**src/rtl/cache_ctrl.sv**
```systemverilog
// cache_ctrl: sequencing controller for a 2-way set-associative, write-back,
// LRU cache. Holds tag/valid/dirty/LRU state, drives the external data array
// and the main-memory word port, and runs hit, write-back and refill flows.
module cache_ctrl #(
  parameter int ADDR_W          = 10,
  parameter int DATA_W          = 32,
  parameter int WORDS_PER_BLOCK = 4,
  parameter int NUM_SETS        = 2,
  localparam int WORD_W = $clog2(WORDS_PER_BLOCK),
  localparam int OFF_W  = 2 + WORD_W,
  localparam int IDX_W  = $clog2(NUM_SETS),
  localparam int TAG_W  = ADDR_W - OFF_W - IDX_W
) (
  input  logic              clk,
  input  logic              rst_n,
  input  logic              cpu_req_valid,
  output logic              cpu_req_ready,
  input  logic              cpu_rw,
  input  logic [ADDR_W-1:0] cpu_addr,
  input  logic [DATA_W-1:0] cpu_wdata,
  output logic              cpu_resp_valid,
  output logic [DATA_W-1:0] cpu_rdata,
  output logic              cpu_hit,
  output logic              da_way,
  output logic [IDX_W-1:0]  da_index,
  output logic [WORD_W-1:0] da_word,
  output logic              da_we,
  output logic [DATA_W-1:0] da_wdata,
  input  logic [DATA_W-1:0] da_rdata,
  output logic              mem_req,
  output logic              mem_we,
  output logic [ADDR_W-1:0] mem_addr,
  output logic [DATA_W-1:0] mem_wdata,
  input  logic [DATA_W-1:0] mem_rdata,
  input  logic              mem_ack
);

  typedef enum logic [1:0] {S_IDLE, S_LOOKUP, S_WB, S_FILL} state_t;

  state_t state, state_nx;

  // Latched request
  logic              req_rw;
  logic [ADDR_W-1:0] req_addr;
  logic [DATA_W-1:0] req_wdata;

  // Miss bookkeeping
  logic              miss;
  logic              victim;
  logic [WORD_W-1:0] cnt;

  // Cache state: per set, two ways
  logic [TAG_W-1:0]             tag_q [NUM_SETS][2];
  logic [NUM_SETS-1:0][1:0]     valid_q;
  logic [NUM_SETS-1:0][1:0]     dirty_q;
  logic [NUM_SETS-1:0]          lru_q;   // way to evict next

  // Byte offset within a word is irrelevant for word accesses
  logic unused_byte_bits;
  assign unused_byte_bits = ^cpu_addr[1:0];

  logic [TAG_W-1:0]  req_tag;
  logic [IDX_W-1:0]  req_idx;
  logic [WORD_W-1:0] req_word;
  logic              hit0, hit1, hit, hit_way, pick_way, last;

  assign req_tag  = req_addr[ADDR_W-1 -: TAG_W];
  assign req_idx  = req_addr[OFF_W +: IDX_W];
  assign req_word = req_addr[OFF_W-1:2];

  assign hit0    = valid_q[req_idx][0] && (tag_q[req_idx][0] == req_tag);
  assign hit1    = valid_q[req_idx][1] && (tag_q[req_idx][1] == req_tag);
  assign hit     = hit0 || hit1;
  assign hit_way = hit1;
  assign last    = (cnt == WORD_W'(WORDS_PER_BLOCK - 1));

  // Victim choice: first invalid way, else the LRU way of the set
  always_comb begin
    pick_way = lru_q[req_idx];
    if (!valid_q[req_idx][0])      pick_way = 1'b0;
    else if (!valid_q[req_idx][1]) pick_way = 1'b1;
  end

  // State register
  always_ff @(posedge clk) begin
    if (!rst_n) state <= S_IDLE;
    else        state <= state_nx;
  end

  // Next-state and output decode
  always_comb begin
    state_nx       = state;
    cpu_req_ready  = 1'b0;
    cpu_resp_valid = 1'b0;
    cpu_rdata      = '0;
    cpu_hit        = 1'b0;
    da_way         = victim;
    da_index       = req_idx;
    da_word        = cnt;
    da_we          = 1'b0;
    da_wdata       = req_wdata;
    mem_req        = 1'b0;
    mem_we         = 1'b0;
    mem_addr       = '0;
    mem_wdata      = '0;
    case (state)
      S_IDLE: begin
        cpu_req_ready = 1'b1;
        if (cpu_req_valid) state_nx = S_LOOKUP;
      end
      S_LOOKUP: begin
        da_way  = hit_way;
        da_word = req_word;
        if (hit) begin
          cpu_resp_valid = 1'b1;
          cpu_hit        = !miss;
          if (req_rw) da_we     = 1'b1;
          else        cpu_rdata = da_rdata;
          state_nx = S_IDLE;
        end else if (valid_q[req_idx][pick_way] && dirty_q[req_idx][pick_way]) begin
          state_nx = S_WB;
        end else begin
          state_nx = S_FILL;
        end
      end
      S_WB: begin
        mem_req   = 1'b1;
        mem_we    = 1'b1;
        mem_addr  = {tag_q[req_idx][victim], req_idx, cnt, 2'b00};
        mem_wdata = da_rdata;
        if (mem_ack && last) state_nx = S_FILL;
      end
      S_FILL: begin
        mem_req  = 1'b1;
        mem_addr = {req_tag, req_idx, cnt, 2'b00};
        da_wdata = mem_rdata;
        if (mem_ack) da_we = 1'b1;
        if (mem_ack && last) state_nx = S_LOOKUP;
      end
      default: state_nx = S_IDLE;
    endcase
  end

  // Request latch, valid/dirty/LRU bookkeeping and word counter
  always_ff @(posedge clk) begin
    if (!rst_n) begin
      req_rw    <= 1'b0;
      req_addr  <= '0;
      req_wdata <= '0;
      miss      <= 1'b0;
      victim    <= 1'b0;
      cnt       <= '0;
      valid_q   <= '0;
      dirty_q   <= '0;
      lru_q     <= '0;
    end else begin
      case (state)
        S_IDLE: begin
          if (cpu_req_valid) begin
            req_rw    <= cpu_rw;
            req_addr  <= cpu_addr;
            req_wdata <= cpu_wdata;
            miss      <= 1'b0;
          end
        end
        S_LOOKUP: begin
          if (hit) begin
            lru_q[req_idx] <= ~hit_way;
            if (req_rw) dirty_q[req_idx][hit_way] <= 1'b1;
          end else begin
            miss   <= 1'b1;
            victim <= pick_way;
            cnt    <= '0;
          end
        end
        S_WB: begin
          if (mem_ack) begin
            cnt <= cnt + 1'b1;
            if (last) begin
              cnt                      <= '0;
              dirty_q[req_idx][victim] <= 1'b0;
            end
          end
        end
        S_FILL: begin
          if (mem_ack) begin
            cnt <= cnt + 1'b1;
            if (last) begin
              cnt                      <= '0;
              valid_q[req_idx][victim] <= 1'b1;
              dirty_q[req_idx][victim] <= 1'b0;
            end
          end
        end
        default: ;
      endcase
    end
  end

  // Tag write at the end of a refill; tags are qualified by valid bits
  always_ff @(posedge clk) begin
    if (state == S_FILL && mem_ack && last) tag_q[req_idx][victim] <= req_tag;
  end

endmodule

```
**config.mk**
```make
export PLATFORM = sky130hd
export DESIGN_NAME = cache_ctrl
export DESIGN_NICKNAME = d
export VERILOG_FILES = /design/src/rtl/cache_ctrl.sv
export SDC_FILE = /design/constraint.sdc
export NUM_CORES = 1
export LEC_CHECK = 0
export CORE_ASPECT_RATIO = 1.4
export CORE_MARGIN = 2
export CORE_UTILIZATION = 38
export CTS_BUF_LIST = sky130_fd_sc_hd__clkbuf_2
export DETAILED_ROUTE_END_ITERATION = 10
export GPL_TIMING_DRIVEN = 0
export PLACE_DENSITY = 0.88
export SETUP_SLACK_MARGIN = 0.15
export SKIP_CTS_REPAIR_TIMING = 1
export SLEW_MARGIN = 20
export SYNTH_ARGS = -nofsm -noshare
export SYNTH_HDL_FRONTEND = slang
export SYNTH_SLANG_ARGS = --single-unit
```
**constraint.sdc**
```tcl
create_clock -name clk -period 3.9 [get_ports clk]
set_clock_uncertainty 0.05 [all_clocks]
set_input_delay 1.17 -clock clk [delete_from_list [all_inputs] [get_ports clk]]
set_output_delay 1.17 -clock clk [all_outputs]
set_load 0.05 [all_outputs]
```
Word-level counts from Yosys, hierarchy flattened:

Memories as Yosys holds them, arrays and structs flattened. A register that Yosys moved wholly into a read port is not among the register bits.
Cells that the tools add are included.

* bits of input ports: 111
* memories: 1
* output and inout bits: 116
* memory bits (writable): 20
* logic and storage cells: 137
* register bits after elaboration: 59

* order comparisons: 9
* multiplexer cells: 69
* eq/ne operators: 14
* bitwise logic cells: 7
* add/sub/neg operators: 1
* reductions and logical operators: 24

Memories
* tag_q: words 2, width 10, read ports 1, clocked after memory_dff 1, write ports 1, RTL line 53 `logic [TAG_W-1:0] tag_q [NUM_SETS][2];`

Operators with widths (number)
* $mux W32: 5
* $mux W1: 28
* $mux W2: 14
* $mux W5: 4
* $pmux W10 S2: 1
* $mux W4: 4
* $ne A2 B2 Y1 const B: 6
* $reduce_and A3 Y1: 4
* $eq A5 B5 Y1: 2
* $logic_and A1 B1 Y1: 10
* $mux W10: 1
* $lt A1 B2 Y1 const B: 4
* $or A4 B4 Y4: 2
* $pmux W2 S4: 1
* $pmux W4 S2: 1
* $eq A2 B2 Y1 const B: 3
* $reduce_and A2 Y1: 3
* $demux W5 S1: 1
* $reduce_and A5 Y1: 1
* $and A4 B4 Y4: 1
* $demux W2 S1: 2
* $ne A2 B1 Y1 const B: 2
* $not A4 Y4: 1
* $pmux W1 S2: 2
* 15 further kinds: 21

Depth between registers and ports, before layout:

Gate-level depths: netlist (run 1).

* depth in word-level cells: 13
* depth in mapped cells: 9
* mapped depth without buffers: 9

Least setup slack after synthesis (run 1):

No wires, ideal clock.

* path type: register to output
* start: register (tool-made name)
* end: output port cpu_hit
* stages on the path, launching flop included: 8
* setup slack: 179 ps
* arrival: 2501 ps
* path buffers: 2
* data required time: 2680 ps
* path through: dfxtp_1 buf_6 mux2i_2 xnor2_1 nor4_2 a2bb2o_1 buf_2 nor2b_1

RTL lines
* to (decl): RTL line 23 `output logic cpu_hit,`

==> run summary, run 1 <==
The run finished, with violations left. The final reports fail on negative setup slack. The worst setup path is of the flop to output port kind. The number of warnings reported in the yosys synthesis log came out at 0. Registers take 0.00177 mm2. The count of unique library cells instantiated by Yosys is 49.

Counting stages on the worst path, the most repeated cell is buf_12. Counting cells, the worst reg-to-reg path comes to 8. The register bit total from synthesis came out at 78. The relative slew slack is 36.3%. The post-CTS clock slew at the launch and capture registers of the worst setup and hold paths is ~0.25 ns.

Counting every instance in the synthesized netlist gives 480. The number of input and output port buffers inserted came out at roughly 220. The fraction of final layout cells with drive strength greater than 1 is 26.9%. The share of synthesized flip-flops with an asynchronous set or reset came out at 0%. The final clock period utilization by the worst path is 102%. The netlist area before placement is roughly 0.0042 mm2. The slowest stage of the critical path belongs to the cell dfxtp_4. The clock drives slightly below 80 sinks. The final critical-path setup slack is -0.0686 ns.

The number of levels in the clock H-tree came out at 3. For the worst setup path, the data required time is around 2.7 ns. The largest net degree at the start of global routing came out at 16. The count of antenna diodes in the layout came out at 0. The top fanout value on the critical path came out at 8. Among cell families on the critical path, the largest total delay comes from buffers and inverters.

The number of buffer and inverter instances along the worst setup path came out at 5. The overall die width came out at 93.1 um. The deepest clock path buffer count is 2. The via count is around 4500. The total count of max-transition violations in the final report came out at 0. In this design, the stage delay of the slowest critical-path cell is between 0.4 and 0.5 ns. The number of vias per cell after detailed routing came out at a little over 5. The last weighted congestion value of the routability-driven placer is 0.964.

The count of non-filler cells in the finished layout came out at 873. The initial antenna violation count is 0. The starting utilization of the core area came out at 39.0%. The length of the first detailed-routing pass in iterations came out at 6. The leakage power of the design came out at 0.00380 uW. The average cell area after synthesis is 8.79 um2. The placed wire-length estimate after detailed placement came out at 11.3 mm. The worst-case hold slack is around 0.42 ns. The number of placed I/O pins is 227. The number of cells on the worst hold path is 2. In this run the standard cell core region covers 0.0108 mm2. The number of buffers created by CTS came out at 9. The count of nets left with antenna violations after detail routing came out at 0. Dividing the detail-routed wire length by the instance count gives ~18 um. Measured along the y axis, the die boundary spans around 130 um. The area after detailed placement is around 0.0066 mm2. The DRC violation total after the first TritonRoute iteration is about 290. The worst-case IR drop observed on VDD is between 0.2 and 0.3 mV.

After detailed placement, the design holds a cell count of about 840. The path class of the tightest hold or removal check is flop to flop. The finished layout cell area is 0.00741 mm2. The number of flops mapped to enable cells by yosys is 20. Global routing consumed, over all layers together, a little under a quarter of the routing resources. Summing all multi-input logic gate instances after layout gives approximately 0.0025 mm2. Data on the critical path arrives at its endpoint at roughly 2.8 ns. The first-pass GRT wire length is between 20 and 25 mm. The fill cell total of the finished layout is ~840. The worst-margin pin slew came out at 0.954 ns. The number of global-route vias before repair is 4544. Setup violations remaining at the end of the flow were counted as 30.

The max capacitance violation total is 0. TritonCTS built the clock tree. Counting I/O delays and the setup requirement, the final critical path takes 3.97 ns. The share of synthesized area occupied by flip-flops and latches is around two fifths. The total congestion overflow after global routing came out at 0. The worst setup path is launched from a flop. The primary flip-flop cell chosen by synthesis mapping is dfxtp_1.

STA classifies the critical path endpoint as an output port. The final total negative setup slack is -1.19 ns. The final hold violation count came out at 0.

The total power divided by cell area came out at 378 mW/mm2. The maximum frequency from static timing analysis came out at approximately 250 MHz. From synthesis to final layout, the design area changed by 75.7%. The detailed-route wire length came out at 15.4 mm. The floorplan die area is 0.0120 mm2. The row count is 45.

The post-placement worst setup slack is -0.576 ns. The number of nets in the final layout came out at between 800 and 900. The final routed DRC violation total is 0. The cell depth of the worst setup path came out at 11.

Setup repair after global routing could not meet its margin everywhere. The clock root buffer is clkbuf_2. The signal on the critical path passes through buf_12, mux2i_4, xnor2_2, nor4_4, buf_6, nand2_4, a21oi_4, buf_12, clkbuf_16, and2_4, buf_8.

The clock reaches the later pin of the worst-skew pair after between 0.5 and 0.6 ns.
[kinds of logic after synthesis]
kind of cell / count (synthesis) / share of synthesized area (%)
xor+xnor: 10 / 2.08
mux: 51 / 13.3
buf+inv: 40 / 4.39
flops: 78 / 41.7
compound gates: 68 / 10.5
simple gates: 226 / 26.2
fa+ha+maj: 6 / 1.78
other cells: 1 / 0.0889
[cell usage in the layout, fill, tap and decap left out, drive strengths merged, types with 6 or more instances in the layout]
cell type | Yosys | routed
a21oi | 44 | 44
a32o | 7 | 7
and2 | 70 | 70
buf | 11 | 56
clkbuf | 23 | 58
clkdlybuf4s50 | 0 | 111
dfxtp | 58 | 58
dlymetal6s2s | 0 | 53
edfxtp | 20 | 20
ha | 6 | 6
inv | 5 | 9
mux2 | 36 | 36
mux2i | 15 | 15
nand2 | 109 | 109
nand3 | 8 | 8
nor2 | 16 | 16
xor2 | 6 | 6
[sequential cells by signal (all words and copies together), names as in the netlist, 2 cells and up, named ones only]
name       cells
cnt            2
req_wdata     32
tag_q         20
valid_q        4
dirty_q        4
lru_q          2
state          2
req_addr       8
[tightest hold or removal path, stage by stage (launching register included)]
cell and delay, ns:
dfxtp_1 0.37, nand2_1 0.05, a21oi_1 0.05
[final cells by class]
cell class                      count  area share (%)
Timing Repair Buffer              235            34.4
Multi-Input combinational cell    363            34.2
Sequential cell                    78            23.8
Buffer                             34            2.95
Tap cell                          141            2.38
Clock inverter                      7            1.38
Clock buffer                        9           0.608
Inverter                            6           0.304
[power by group]
group	leakage, uW	switching, uW	total [uW]	internal [uW]
clock	0.0000892	311	534	223
sequential	0.000659	70.5	983	913
combinational	0.00305	793	1290	494
[worst paths after layout]
check	startpoint	end	slack, ns
worst max-delay path	flop	cpu_rdata[8]	-0.07
worst max register to register	flop	dirty_q[2]	1.35
worst min register to register	req_wdata[24]	req_wdata[24]	0.42
worst min-delay path	req_wdata[24]	req_wdata[24]	0.42
[metal layers]
layer / share of wire [%] / track usage [%] / up-vias
li1: - / - / 2124
met1: 38 / 25.8 / 2092
met2: 52 / 42.5 / 259
met3: 7.1 / 5.09 / 60
met4: 3.2 / 8.48 / 0
met5: 0 / 0 / -
[per-stage QoR]
stage	power, uW	util, %
6_report	2800	68.6
5_1_grt	2910	68.6
4_1_cts	2760	62.6
3_5_place_dp	2230	61.3
3_3_place_gp	2200	61.3
2_1_floorplan	1790	-
[cells in the mapped netlist, types with 2 or more instances]
cell / count / area share (%)
dfxtp_1: 58 / 28
and3_1: 2 / 0.30
mux2i_1: 14 / 3.3
clkbuf_2: 3 / 0.36
xnor2_1: 4 / 0.83
a31oi_1: 4 / 0.59
o21ai_0: 2 / 0.24
nand2b_1: 4 / 0.59
mux2_2: 36 / 9.6
nand3_1: 8 / 0.95
edfxtp_1: 20 / 14
a21oi_1: 43 / 5.1
buf_6: 2 / 0.53
nor2b_1: 3 / 0.44
and2_1: 70 / 10
inv_1: 5 / 0.44
xor2_1: 6 / 1.2
clkbuf_1: 20 / 1.8
nor2_1: 16 / 1.4
buf_1: 4 / 0.36
buf_4: 4 / 0.71
a32o_1: 7 / 1.7
nor3_1: 4 / 0.47
nand4_1: 3 / 0.44
nand2_1: 109 / 9.7
ha_1: 6 / 1.8
Note: power is estimated with default switching activity, not from simulation.
==> inputs of run 2 (changes only) <==
--- a/config.mk
+++ b/config.mk
@@ -5,13 +5,14 @@
 export SDC_FILE = /design/constraint.sdc
 export NUM_CORES = 1
 export LEC_CHECK = 0
+export ABC_AREA = 1
 export CORE_ASPECT_RATIO = 1.4
 export CORE_MARGIN = 2
 export CORE_UTILIZATION = 38
 export CTS_BUF_LIST = sky130_fd_sc_hd__clkbuf_2
 export DETAILED_ROUTE_END_ITERATION = 10
 export GPL_TIMING_DRIVEN = 0
-export PLACE_DENSITY = 0.88
+export PLACE_DENSITY = 0.86
 export SETUP_SLACK_MARGIN = 0.15
 export SKIP_CTS_REPAIR_TIMING = 1
 export SLEW_MARGIN = 20
==> constraint.sdc (replaced) <==
create_clock -name clk -period 3.9 [get_ports clk]
set_clock_uncertainty 0.05 [all_clocks]
set_input_delay 1.17 -clock clk [delete_from_list [all_inputs] [get_ports clk]]
set_output_delay 1.17 -clock clk [all_outputs]
set_load 0.02 [all_outputs]
==> run 2 against run 1 <==
Net effect:
- the flow now finishes without violations
- sequential power is 5% higher
- sequential share of layout area up 0.34 points
- fmax up 9.3%
- register-to-register slack improved by 0.42 ns
- global-route usage decreased by 1.2 points
- non-clock buffer count fell by 8
- count of clock-buffer cells in the layout grew 1
- synthesized cell count is 49% higher
- cell count increased by 27%
- clock power fell by 9.0%
- critical path type unchanged
==> run summary, run 2 <==
The clock latency on the worst-skew pair was 0.54 ns (about the same). The fraction of final layout cells with drive strength greater than 1 came out at 13.4% (-14 points). The arrival time of data at the critical path endpoint is 2.41 ns (-0.34 ns).

After detailed routing, no signal wire sits above met4. The total congestion overflow after global routing is 0 (unchanged). The number of flops mapped to enable cells by yosys came out at 20 (unchanged). The total core area came out at 0.0122 mm2 (+13%). The overall die width is 98.0 um (+5.3%). In the final layout, the registers with the most flip-flops are req_wdata (32), tag_q (20), req_addr (8). The library cell used most frequently in the layout, excluding fill and tap cells, is nand2_1. The fill cell total of the finished layout is 1076 (+28%). The number of flip-flops in the largest register is 32 (unchanged). The DRC violation total after the first TritonRoute iteration is 293 (-0.34%). The count of nets left with antenna violations after detail routing came out at 0 (unchanged).

The row count came out at 48 (+6.7%). The class of the most critical setup path is flop to output port. The data required time at the worst endpoint came out at 2.68 ns (about the same).

The top cell type's share of synthesized area is 24.7% (-2.8 points). The post-CTS clock slew at the launch and capture registers of the worst setup and hold paths came out at 0.21 ns (-0.04 ns). The length of the first detailed-routing pass in iterations is 6 (unchanged). The startpoint identified for the worst register-to-register timing path is state[0]. The final clock period utilization by the worst path is 93.1% (-8.7 points). The initial antenna violation count is 1 (+1). The final total negative setup slack came out at 0 ns (+1.19 ns). The average wire per cell in the routed design came to 13.6 um (-23%). The minimum clock period is 3.63 ns (-0.338 ns).

The final hold violation count is 0 (unchanged). The total count of max-transition violations in the final report came out at 0 (unchanged). The via count is 5119 (+13%). Leaving out fill and tap cells, the most frequent cells in the layout are nand2_1 (242), clkdlybuf4s50_1 (136), nor2_1 (109). The sequential share of power came to 37.8% (+2.7 points).

The relative slew slack is 58.9% (+23 points). The share of synthesized area occupied by flip-flops and latches came out at 37.5% (-4.3 points). The combinational cell fraction of total power is 44.3% (-1.6 points). The most common cell in the synthesized netlist is nand2_1. The synthesized design spends more area on one cell type than any other, namely dfxtp_1. The average cell area after synthesis is 6.58 um2 (-25%). The worst setup path is launched from a flop. The cell count of the worst reg-to-reg path came out at 6 (-2). The final routed DRC violation total is 0 (unchanged). The number of global-route vias before repair came out at 4888 (+7.6%). The number of warnings reported in the yosys synthesis log came out at 0 (unchanged). The finished layout cell area came out at 0.00732 mm2 (-1.3%).

The number of buffers created by CTS came out at 9 (unchanged). The routed length on met1 was 5.76 mm (-0.16%). The global-route usage over all layers is 21.9% (-1.2 points). The area after detailed placement came out at 0.00712 mm2 (+7.4%). The synthesized instance count is 715 (+49%).

In this run the clock root is driven by a clkbuf_2. The last weighted congestion value of the routability-driven placer came out at 0.859 (-11%). In this run the critical register-to-register path is captured at req_addr[4].

The internal power of the cells came out at 1650 uW (+1.0%). The reported net switching power came out at 1070 uW (-9.0%). The number of sinks handled by clock tree synthesis came out at 78 (unchanged). Setup repair after global routing could not meet its margin everywhere. The placed wire-length estimate after detailed placement came to 11.9 mm (+5.4%).

The floorplan die area was 0.0133 mm2 (+11%). The number of levels in the clock H-tree is 3 (unchanged). The number of vias per cell after detailed routing is 4.63 (-11%). The netlist area before placement is 0.00470 mm2 (+11%). The total power divided by cell area is 371 mW/mm2 (-1.9%).

The worst setup path startpoint is state[0]. The number of input and output port buffers inserted is 222 (unchanged). The switching part of the total power is 39.4% (-2.5 points). The sum of met3 wire segment lengths after detailed routing came out at 722 um (-34%). The post-placement worst setup slack was 0.0146 ns (+0.591 ns).

The kind of capture point of the worst setup path is an output port. The run finished with clean final reports. The chip height came out at 136 um (+5.4%). The area growth from synthesis to layout is 55.6%. The detailed-route wire length came to 15.0 mm (-2.1%). The register bit total from synthesis is 78 (unchanged). The top fanout value on the critical path came out at 10 (+2).

By area the synthesized netlist is led by dfxtp_1 (25%), nand2_1 (19%), edfxtp_1 (13%). The share of total power in the clock network is 17.9% (-1.1 points). The register with the most flip-flops is req_wdata. The total setup violations reported at the end of the flow is 0 (-100%). The share of synthesized flip-flops with an asynchronous set or reset is 0% (unchanged). The starting utilization of the core area came out at 38.6% (-0.47 points).

The maximum frequency from static timing analysis is 275 MHz (+9.3%). The deepest clock path buffer count is 2 (unchanged). The count of unique library cells instantiated by Yosys is 30 (-39%). The worst-margin pin slew came to 0.614 ns (-0.340 ns). The largest vdd supply drop came to 0.300 mV (+16%).

The TritonCTS clock tree is done. The setup slack on the worst flop-to-flop path came out at 1.77 ns (+0.42 ns). The commonest cells after synthesis are nand2_1 (242), nor2_1 (111), inv_1 (72). The largest net degree at the start of global routing is 13 (-3). The final design utilization came out at 60.0% (-8.5 points). The post-layout total power came out at 2720 uW (-3.2%). The number of nets in the final layout is 1067 (+26%). The leakage power of the design came out at 0.00418 uW (+10%).

The final critical-path setup slack is 0.269 ns (+0.338 ns). The max capacitance violation total is 0 (unchanged). The critical path ends at mem_wdata[11]. The number of placed I/O pins is 227 (unchanged). The first-pass GRT wire length came out at 23.6 mm (+8.0%). The tightest min-delay check is of the flop to flop type.

The length of routed met2 wiring is 8.27 mm (+3.5%). For this run, the leading register cell type out of synthesis is dfxtp_1.
## run 2: how the worst min path moves through the flow
stage | startpoint | to | slack [ns] | depth (start not counted)
floorplan | req_wdata[2] | req_wdata[2] | 0.37 | 2
global placement | lru_q[1] | lru_q[1] | 0.38 | 2
detailed placement | lru_q[1] | lru_q[1] | 0.39 | 2
CTS | lru_q[1] | lru_q[1] | 0.41 | 2
global route | lru_q[1] | lru_q[1] | 0.44 | 2
finish | lru_q[1] | lru_q[1] | 0.41 | 2
## run 2: kinds of logic after synthesis
group | synth area share (%)
compound gates | 9.95
fa+ha+maj | 1.60
buf+inv | 10.6
flops | 37.5
other cells | 0.0798
simple gates | 40.3
## run 2: area by class of cell
cell class | count | area, um2 | area share, %
multi-input combinational | 523 | 2470 | 33.7
sequential | 78 | 1770 | 24.2
buffer | 38 | 250 | 3.42
clock inverter | 6 | 76.3 | 1.04
timing repair buffer | 223 | 2220 | 30.3
inverter | 77 | 294 | 4.02
tap | 150 | 188 | 2.56
clock buffer | 10 | 50.0 | 0.684
antenna | 1 | 2.50 | 0.0342
## run 2: power groups by stage
stage                     Combinational (uW)  Clock, uW  Sequential (uW)
after floorplan                          717          0             1020
after global placement                  1180          0             1030
after CTS                               1210        489             1020
after global routing                    1330        520             1040
after detailed placement                1200          0             1040
final                                   1200        486             1030
## run 2: critical path, cell delays in order (launching register included)
cell	delay, ns
dfxtp_1	0.39
inv_1	0.17
ha_4	0.20
buf_4	0.19
clkbuf_4	0.23
nand2_1	0.06
inv_1	0.05
clkdlybuf4s50_1	0.58
## run 2: per-stage QoR
stage	hold slack, ns	instances
6_report	0.411	1106
5_1_grt	0.443	1106
2_1_floorplan	0.375	716
3_3_place_gp	0.382	1088
4_1_cts	0.410	1104
3_5_place_dp	0.387	1088
## run 2: metal layers
metal | vias to the layer above | GRT usage [%]
met5 | - | 0
met4 | 0 | 7.79
met3 | 24 | 4.18
met2 | 138 | 41.0
met1 | 2296 | 24.5
li1 | 2661 | -
